**config.mk**
```make
export PLATFORM = sky130hd
export DESIGN_NAME = wb_regfile
export DESIGN_NICKNAME = d
export VERILOG_FILES = /design/src/rtl/wb_regfile.sv
export SDC_FILE = /design/constraint.sdc
export NUM_CORES = 1
export LEC_CHECK = 0
export ABC_AREA = 1
export CORE_MARGIN = 1
export CORE_UTILIZATION = 35
export DETAILED_ROUTE_END_ITERATION = 10
export PLACE_DENSITY = 0.62
export SYNTH_ARGS = -nofsm -noshare
export SYNTH_HDL_FRONTEND = slang
export SYNTH_SLANG_ARGS = --single-unit
export TNS_END_PERCENT = 5
```
**constraint.sdc**
```tcl
create_clock -name clock -period 2.4 [get_ports clock]
set_clock_uncertainty 0.1 [all_clocks]
set_input_delay 0.48 -clock clock [delete_from_list [all_inputs] [get_ports clock]]
set_output_delay 0.48 -clock clock [all_outputs]
set_load 0.01 [all_outputs]
```
**src/rtl/wb_regfile.sv**
```systemverilog
// wb_regfile: write-back commit into the register file, bypassed decode reads and a pending-write scoreboard
module wb_regfile #(
   parameter int DATA_W = 8,
   parameter int NREG   = 4,
   parameter int K1_IDX = 1,
   parameter int FWD    = 1,
   parameter int CNT_W  = 2,
   parameter int ADDR_W = $clog2(NREG)
) (
   input  logic              clock,
   input  logic              reset,
   input  logic              WBValid,
   input  logic              RFWrite,
   input  logic              RegIn,
   input  logic              R1WBSel,
   input  logic [7:0]        IR4,
   input  logic [DATA_W-1:0] ALUOut,
   input  logic [DATA_W-1:0] MemData,
   input  logic [ADDR_W-1:0] RdAddr1,
   input  logic [ADDR_W-1:0] RdAddr2,
   output logic [DATA_W-1:0] RdData1,
   output logic [DATA_W-1:0] RdData2,
   input  logic              IssueValid,
   input  logic [ADDR_W-1:0] IssueDest,
   input  logic              RdUse1,
   input  logic              RdUse2,
   output logic              Stall,
   output logic              SbErr
);
   localparam logic [CNT_W-1:0] PEND_MAX = '1;
   localparam logic [CNT_W-1:0] PEND_ONE = CNT_W'(1);
   localparam logic             BYPASS   = (FWD != 0);

   logic              we;
   logic [ADDR_W-1:0] wa;
   logic [DATA_W-1:0] wd;
   logic              hit1, hit2, hit_iss;
   logic              haz1, haz2, full;
   logic [DATA_W-1:0] regs_q [NREG];
   logic [DATA_W-1:0] regs_d [NREG];
   logic [CNT_W-1:0]  pend_q [NREG];
   logic [CNT_W-1:0]  pend_d [NREG];
   logic              retire_r [NREG];
   logic              issue_r [NREG];
   logic              sb_err_q, sb_err_d;
   logic              unused_ir4;

   assign unused_ir4 = ^IR4[7-ADDR_W:0];

   // Commit decode, bypassed reads and hazard/stall evaluation
   always_comb begin
      we      = WBValid & RFWrite;
      wa      = R1WBSel ? ADDR_W'(K1_IDX) : IR4[7 -: ADDR_W];
      wd      = RegIn ? MemData : ALUOut;
      hit1    = we & (wa == RdAddr1);
      hit2    = we & (wa == RdAddr2);
      hit_iss = we & (wa == IssueDest);
      RdData1 = (BYPASS & hit1) ? wd : regs_q[RdAddr1];
      RdData2 = (BYPASS & hit2) ? wd : regs_q[RdAddr2];
      haz1    = RdUse1 & (pend_q[RdAddr1] != '0) & ~(BYPASS & hit1 & (pend_q[RdAddr1] == PEND_ONE));
      haz2    = RdUse2 & (pend_q[RdAddr2] != '0) & ~(BYPASS & hit2 & (pend_q[RdAddr2] == PEND_ONE));
      full    = IssueValid & (pend_q[IssueDest] == PEND_MAX) & ~hit_iss;
      Stall   = haz1 | haz2 | full;
      SbErr   = sb_err_q;
   end

   // Next register and scoreboard state; a retire with nothing pending holds at zero and flags an error
   always_comb begin
      sb_err_d = sb_err_q;
      for (int r = 0; r < NREG; r++) begin
         retire_r[r] = we & (wa == ADDR_W'(r));
         issue_r[r]  = IssueValid & ~Stall & (IssueDest == ADDR_W'(r));
         regs_d[r]   = retire_r[r] ? wd : regs_q[r];
         pend_d[r]   = pend_q[r];
         if (issue_r[r] && !retire_r[r])
            pend_d[r] = pend_q[r] + PEND_ONE;
         else if (retire_r[r] && !issue_r[r]) begin
            pend_d[r] = (pend_q[r] == '0) ? '0 : pend_q[r] - PEND_ONE;
            sb_err_d  = sb_err_d | (pend_q[r] == '0);
         end
      end
   end

   // State registers with synchronous reset discarding same-cycle activity
   always_ff @(posedge clock) begin
      if (reset) begin
         for (int r = 0; r < NREG; r++) begin
            regs_q[r] <= '0;
            pend_q[r] <= '0;
         end
         sb_err_q <= 1'b0;
      end else begin
         for (int r = 0; r < NREG; r++) begin
            regs_q[r] <= regs_d[r];
            pend_q[r] <= pend_d[r];
         end
         sb_err_q <= sb_err_d;
      end
   end
endmodule

```
==> results of run 1 <==
==> synth_stat cells, types with 8 or more instances <==
cell      instances  share of area (%)
o21ai_1          17                2.8
buf_2            11                1.8
o22ai_1          16                3.2
mux2i_1           8                2.6
o21ai_0          45                7.3
inv_2             9                1.1
edfxtp_1         32                 31
ha_1             20                8.1
nand2_1          75                9.1
nor2_1           84                 10
a21oi_1           9                1.5
nand3_1          16                2.6
dfxtp_1           9                5.8
inv_1            37                4.5
==> flip-flops by register name, indices dropped and copies added, names as in the netlist <==
| name | flops |
|---|---|
| regs_q | 32 |
| pend_q | 8 |
| SbErr | 1 |
==> per-layer routing <==
metal | GRT usage [%] | vias up
met1 | 29.5 | 1502
met5 | 0 | -
met2 | 32.1 | 111
met4 | 6.84 | 0
met3 | 3.32 | 17
li1 | - | 1626
==> cells by family after synthesis <==
| group | after synthesis | share of synthesized area (%) |
|---|---|---|
| compound gates | 92 | 16.1 |
| xor+xnor | 1 | 0.284 |
| fa+ha+maj | 20 | 8.11 |
| buf+inv | 64 | 9.08 |
| flops | 41 | 37.0 |
| mux | 8 | 2.60 |
| simple gates | 195 | 26.9 |
==> worst paths after layout <==
path | startpoint | to | slack, ns
worst max-delay path | IR4[6] | RdData2[4] | 0.07
worst min-delay path | SbErr$_SDFF_PP0_ | SbErr$_SDFF_PP0_ | 0.50
worst max register to register | pend_q[3][1]$_SDFFE_PP0P_ | pend_q[1][1]$_SDFFE_PP0P_ | 0.20
worst min register to register | SbErr$_SDFF_PP0_ | SbErr$_SDFF_PP0_ | 0.50
==> worst max-delay path: cells and delay by family <==
family,cells,cell delay [ns]
AO/OA/AOI/OAI,1,0.05
AND/OR/NAND/NOR,6,0.52
buffers and inverters,5,0.67
==> area by class of cell <==
| class | count | area, sq um |
|---|---|---|
| flip-flops and latches | 41 | 1140 |
| fillers | 804 | 4010 |
| clock buffers | 5 | 68.8 |
| well taps | 105 | 131 |
| repair inverters | 1 | 7.51 |
| repair buffers | 124 | 1050 |
| multi-input cells | 316 | 1760 |
| clock inverters | 2 | 35.0 |
| inverters | 46 | 180 |
==> power groups by stage <==
| stage | Sequential, mW | Combinational, mW | Clock (mW) |
|---|---|---|---|
| after floorplan | 0.851 | 0.303 | 0 |
| after global placement | 0.866 | 0.590 | 0 |
| after detailed placement | 0.868 | 0.600 | 0 |
| after CTS | 0.851 | 0.596 | 0.535 |
| after global routing | 0.860 | 0.683 | 0.567 |
| final | 0.855 | 0.616 | 0.529 |
==> timing repair <==
| action | CTS | global route |
|---|---|---|
| setup endpoints to repair | 26 | 26 |
| pin swaps | 9 | 13 |
| resized for setup | 87 | 47 |
| setup buffers | 12 | 3 |
| cloned | 1 | 0 |
==> through the flow <==
| step | instances | util (%) |
|---|---|---|
| floorplan | 421 | - |
| global placement | 617 | 49.2 |
| detailed placement | 617 | 49.2 |
| CTS | 637 | 51.5 |
| global route | 640 | 52.2 |
| finish | 640 | 52.2 |
==> reports/metrics.yaml, run 1 <==
status: "finished clean"
gp_congestion: 0.861
synth-edff-count: 32
dr.pass1.iters: 5
hpwl_um: 6990
post_dp_cell_area_sq_mm: 0.00413
ys_ff_latch: 41
cpPeakStageDelay_ns: 0.22
worst_pin_slew_ns: 0.288
cpMaxStageDelayCell: "clkinvlp_4"
period_needed_ns: 2.33
drt_iter0_drc: 225
initial_core_util_pct: 36.8
cts_inserted_buffers: 5
p_sw_uw: 590
clk_path_buf_depth: 2
num-nets-final: 594
layout_commonest_cell: "nor2_1"
fin_crit_sh_pct: 97.0
grt_pass1_wl_um: 14600
comb_power_share_pct: 30.8
dieArea_sq_mm: 0.00919
wl_met1_um: 4220
n_antenna_cell: 0
cts_tree: "done"
grt_pass1_vias: 3030
antenna_found_initial: 0
htree_levels: 2
syn_inst: 421
die_w_um: 95.9
total_power_mw: 2.00
row_count: 33
reg2reg_depth: 13
insertion_delay_ns: 0.29
ant_nets: 0
yosysSeqAreaShare_pct: 37.0
synthToLayoutAreaGrowth_pct: 41.8
core_sq_mm: 0.00838
share_seq_of_total_power_pct: 42.7
stdcell_area_sq_mm: 0.00437
cts_num_sinks: 41
hold_path.class: "flop to flop"
num_vias: 3256
dr_wl_met2_um: 3800
finalSetupViolCount: 0
relSlewSlack_pct: 80.8
leakage_nw: 2.01
routed_wl_um: 8800
p_clk_share_pct: 26.4
synth_warnings: 0
critical_path_required_ns: 1.82
setup_tns_ns: 0
worstSetupPathType: "primary input to output pin"
maxSlewViolCount: 0
cts.clk_slew.worst_paths_ns: 0.08
root_buffer: "clkbuf_8"
cp-end-kind: "output pin"
fmaxAchievable_mhz: 430
crit_chain: "buf_4 > inv_2 > nand2_2 > nor2_1 > nor2_1 > nand2_2 > nor2_4 > clkinvlp_4 > buf_6 > nand2_1 > o21ai_1 > buf_2"
layout_common_cells: "nor2_1 (78), nand2_1 (64), buf_4 (64)"
switching_share_pct: 29.5
synth_fp_nets: 480
ios: 57
cp-start-kind: "primary input"
crit_fanout: 5
hold_buffers: 0
synth-async-reset-ratio_pct: 0
fp.dieH_um: 95.9
ir_drop_v: 0.000427
cell_internal_pwr_mw: 1.41
maxCapViolations: 0
whs_ns: 0.503
ys_types: 29
rsz0062_at_grt: "yes"
hold_depth: 2
avgRoutedWirePerCell_um: 13.7
track_usage_pct: 20.8
highest_layer: "met4"
grt_overflow_total: 0
postSynthAreaPerCell_sq_um: 7.33
hold_violations: 0
cp_data_arrival_time_ns: 1.75
grt_max_degree: 17
place_ws_ns: -0.598
dr_wl_met3_um: 609
io_buffer_count: 50
drc_errors: 0
syn_area_sq_mm: 0.00309
fin_ws_ns: 0.0726
power-per-cell-area_mw_per_mm2: 457
yosys_most_used_dff: "edfxtp_1"
vias_per_cell: 5.09
drive_gt1_share_pct: 29.5
Note: power is estimated with default switching activity, not from simulation.
==> inputs of run 2 (changes only) <==
--- a/config.mk
+++ b/config.mk
@@ -7,9 +7,10 @@
 export LEC_CHECK = 0
 export ABC_AREA = 1
 export CORE_MARGIN = 1
-export CORE_UTILIZATION = 35
+export CORE_UTILIZATION = 40
 export DETAILED_ROUTE_END_ITERATION = 10
-export PLACE_DENSITY = 0.62
+export GPL_ROUTABILITY_DRIVEN = 0
+export PLACE_DENSITY = 0.69
 export SYNTH_ARGS = -nofsm -noshare
 export SYNTH_HDL_FRONTEND = slang
 export SYNTH_SLANG_ARGS = --single-unit
==> run 2 against run 1 <==
Net effect:
- combinational power up 3%
- via count is 3.2% higher
- non-clock buffer count is 4 lower
- first-iteration DRC count is 60% higher
- fmax is 1.5% lower
- hold slack better by 0.044 ns
- core utilization up 7.8 points
- flip-flop and latch count stayed put
- sequential power about the same
- clock power increased by 25%
- largest power group unchanged
==> reports/metrics.yaml, run 2 (synthesis results as in run 1) <==
antenna_found_initial: 0  # unchanged
num-nets-final: 591  # -0.51%
power-per-cell-area_mw_per_mm2: 487  # +6.5%
root_buffer: "clkbuf_8"
relSlewSlack_pct: 76.9  # -3.9 points
drive_gt1_share_pct: 30.4  # +0.86 points
worstSetupPathType: "primary input to output pin"
cts_inserted_buffers: 5  # unchanged
fin_util_pct: 59.9  # +7.8 points
hpwl_um: 6870  # -1.8%
reg2reg_from: "pend_q[3][1]$_SDFFE_PP0P_"
cts.clk_slew.worst_paths_ns: 0.08  # about the same
num_vias: 3359  # +3.2%
post_dp_cell_area_sq_mm: 0.00409  # -1.0%
clk_path_buf_depth: 2  # unchanged
cpPeakStageDelay_ns: 0.23  # about the same
initial_core_util_pct: 41.9  # +5.1 points
dieArea_sq_mm: 0.00807  # -12%
setup_tns_ns: 0  # unchanged
grt_pass1_vias: 3177  # +4.9%
grt_max_degree: 17  # unchanged
finalSetupViolCount: 0  # unchanged
n_antenna_cell: 0  # unchanged
maxSlewViolCount: 0  # unchanged
cp-end-kind: "output pin"
cpMaxStageDelayCell: "clkinvlp_4"
layout_common_cells: "nor2_1 (82), nand2_1 (64), buf_4 (57)"
fmaxAchievable_mhz: 423  # -1.5%
ant_nets: 0  # unchanged
drc_errors: 0  # unchanged
hold_violations: 0  # unchanged
fp.dieH_um: 89.8  # -6.3%
crit_fanout: 7  # +2
largest_register_ffs: 32  # unchanged
die_w_um: 89.8  # -6.3%
vias_per_cell: 5.31  # +4.5%
grt_pass1_wl_um: 15500  # +6.2%
holdCritStartpoint: "pend_q[0][0]$_SDFFE_PP0P_"
worst_pin_slew_ns: 0.346  # +0.0578 ns
ir_drop_v: 0.000286  # -33%
rsz0062_at_grt: "yes"
fin_crit_sh_pct: 98.5  # +1.5 points
ios: 57  # unchanged
maxCapViolations: 0  # unchanged
cp_data_arrival_time_ns: 1.78  # +0.03 ns
synthToLayoutAreaGrowth_pct: 43.2
status: "finished clean"
crit_chain: "buf_8 > nor2_4 > nor2_1 > nor2_1 > nand2_2 > nor2_4 > clkinvlp_4 > buf_6 > nand2_1 > o21ai_1 > buf_2"
period_needed_ns: 2.36  # +0.0356 ns
dp.cells: 608  # -1.5%
cp-start-kind: "primary input"
fin_cells: 632  # -1.3%
startpoint: "R1WBSel"
row_count: 31  # -6.1%
routed_wl_um: 9180  # +4.3%
cts_num_sinks: 41  # unchanged
leakage_nw: 2.04  # +1.1%
total_power_mw: 2.15  # +7.6%
io_buffer_count: 50  # unchanged
dr.pass1.iters: 5  # unchanged
drt_iter0_drc: 359  # +60%
hold_buffers: 0  # unchanged
track_usage_pct: 24.0  # +3.2 points
largest_register: "regs_q"
core_sq_mm: 0.00737  # -12%
grt_overflow_total: 0  # unchanged
cts_tree: "done"
layout_commonest_cell: "nor2_1"
htree_levels: 2  # unchanged
critical_path_required_ns: 1.82  # about the same
insertion_delay_ns: 0.29  # about the same
stdcell_area_sq_mm: 0.00442  # +1.0%
avgRoutedWirePerCell_um: 14.5  # +5.6%
hold_path.class: "flop to flop"
## run 2: changes by cell type in the layout (fill, tap and decap cells not counted), sizes merged
cell,delta
buf,+1
bufinv,+1
clkbuf,+2
clkdlybuf4s15,+1
clkinv,-1
dlygate4sd2,-9
dlymetal6s2s,+1
inv,+2
## run 2: per-layer routing
metal,up-vias,track usage (%),wire [um],share of wire [%]
met1,1516,32.3,3940,43
met5,-,0,0,0
li1,1624,-,-,-
met2,192,37.6,4060,44
met3,27,5.25,913,9.9
met4,0,9.29,263,2.9
## run 2: layout make-up
type	count	area [sq um]
tap	99	124
fill	621	2950
timing repair buffer	120	1020
inverter	46	183
clock inverter	3	68.8
timing repair inverter	2	18.8
multi-input combinational	316	1790
clock buffer	5	68.8
sequential	41	1140
## run 2: worst max-delay path, delay by kind of cell
family          cells  cell delay (ns)
buf+inv             4             0.64
compound gates      1             0.06
simple gates        6             0.60
## run 2: where the power goes
part	leakage (nW)	total (mW)	internal, mW	switching, mW
Clock	0.0687	0.662	0.419	0.243
Sequential	0.383	0.858	0.815	0.0426
Combinational	1.58	0.632	0.293	0.339
## run 2: timing repair
action                     CTS  global route
setup buffers               14             0
pin swaps                   17            10
cloned                       2             0
gates resized for setup    123            38
setup endpoints to repair   26            26
## run 2: path summary, 6_finish.rpt
path / endpoint / slack (ns) / depth (start not counted)
min: pend_q[0][0]$_SDFFE_PP0P_ / 0.55 / 3
max reg2reg: SbErr$_SDFF_PP0_ / 0.14 / 12
min reg2reg: pend_q[0][0]$_SDFFE_PP0P_ / 0.55 / 3
max: RdData2[0] / 0.04 / 11
## run 2: metrics by stage
step | hold slack (ns) | setup slack (ns)
6_report | 0.548 | 0.0369
5_1_grt | 0.592 | -0.0328
2_1_floorplan | 0.471 | 0.308
3_3_place_gp | 0.522 | -0.616
4_1_cts | 0.544 | 0.000749
3_5_place_dp | 0.528 | -0.641
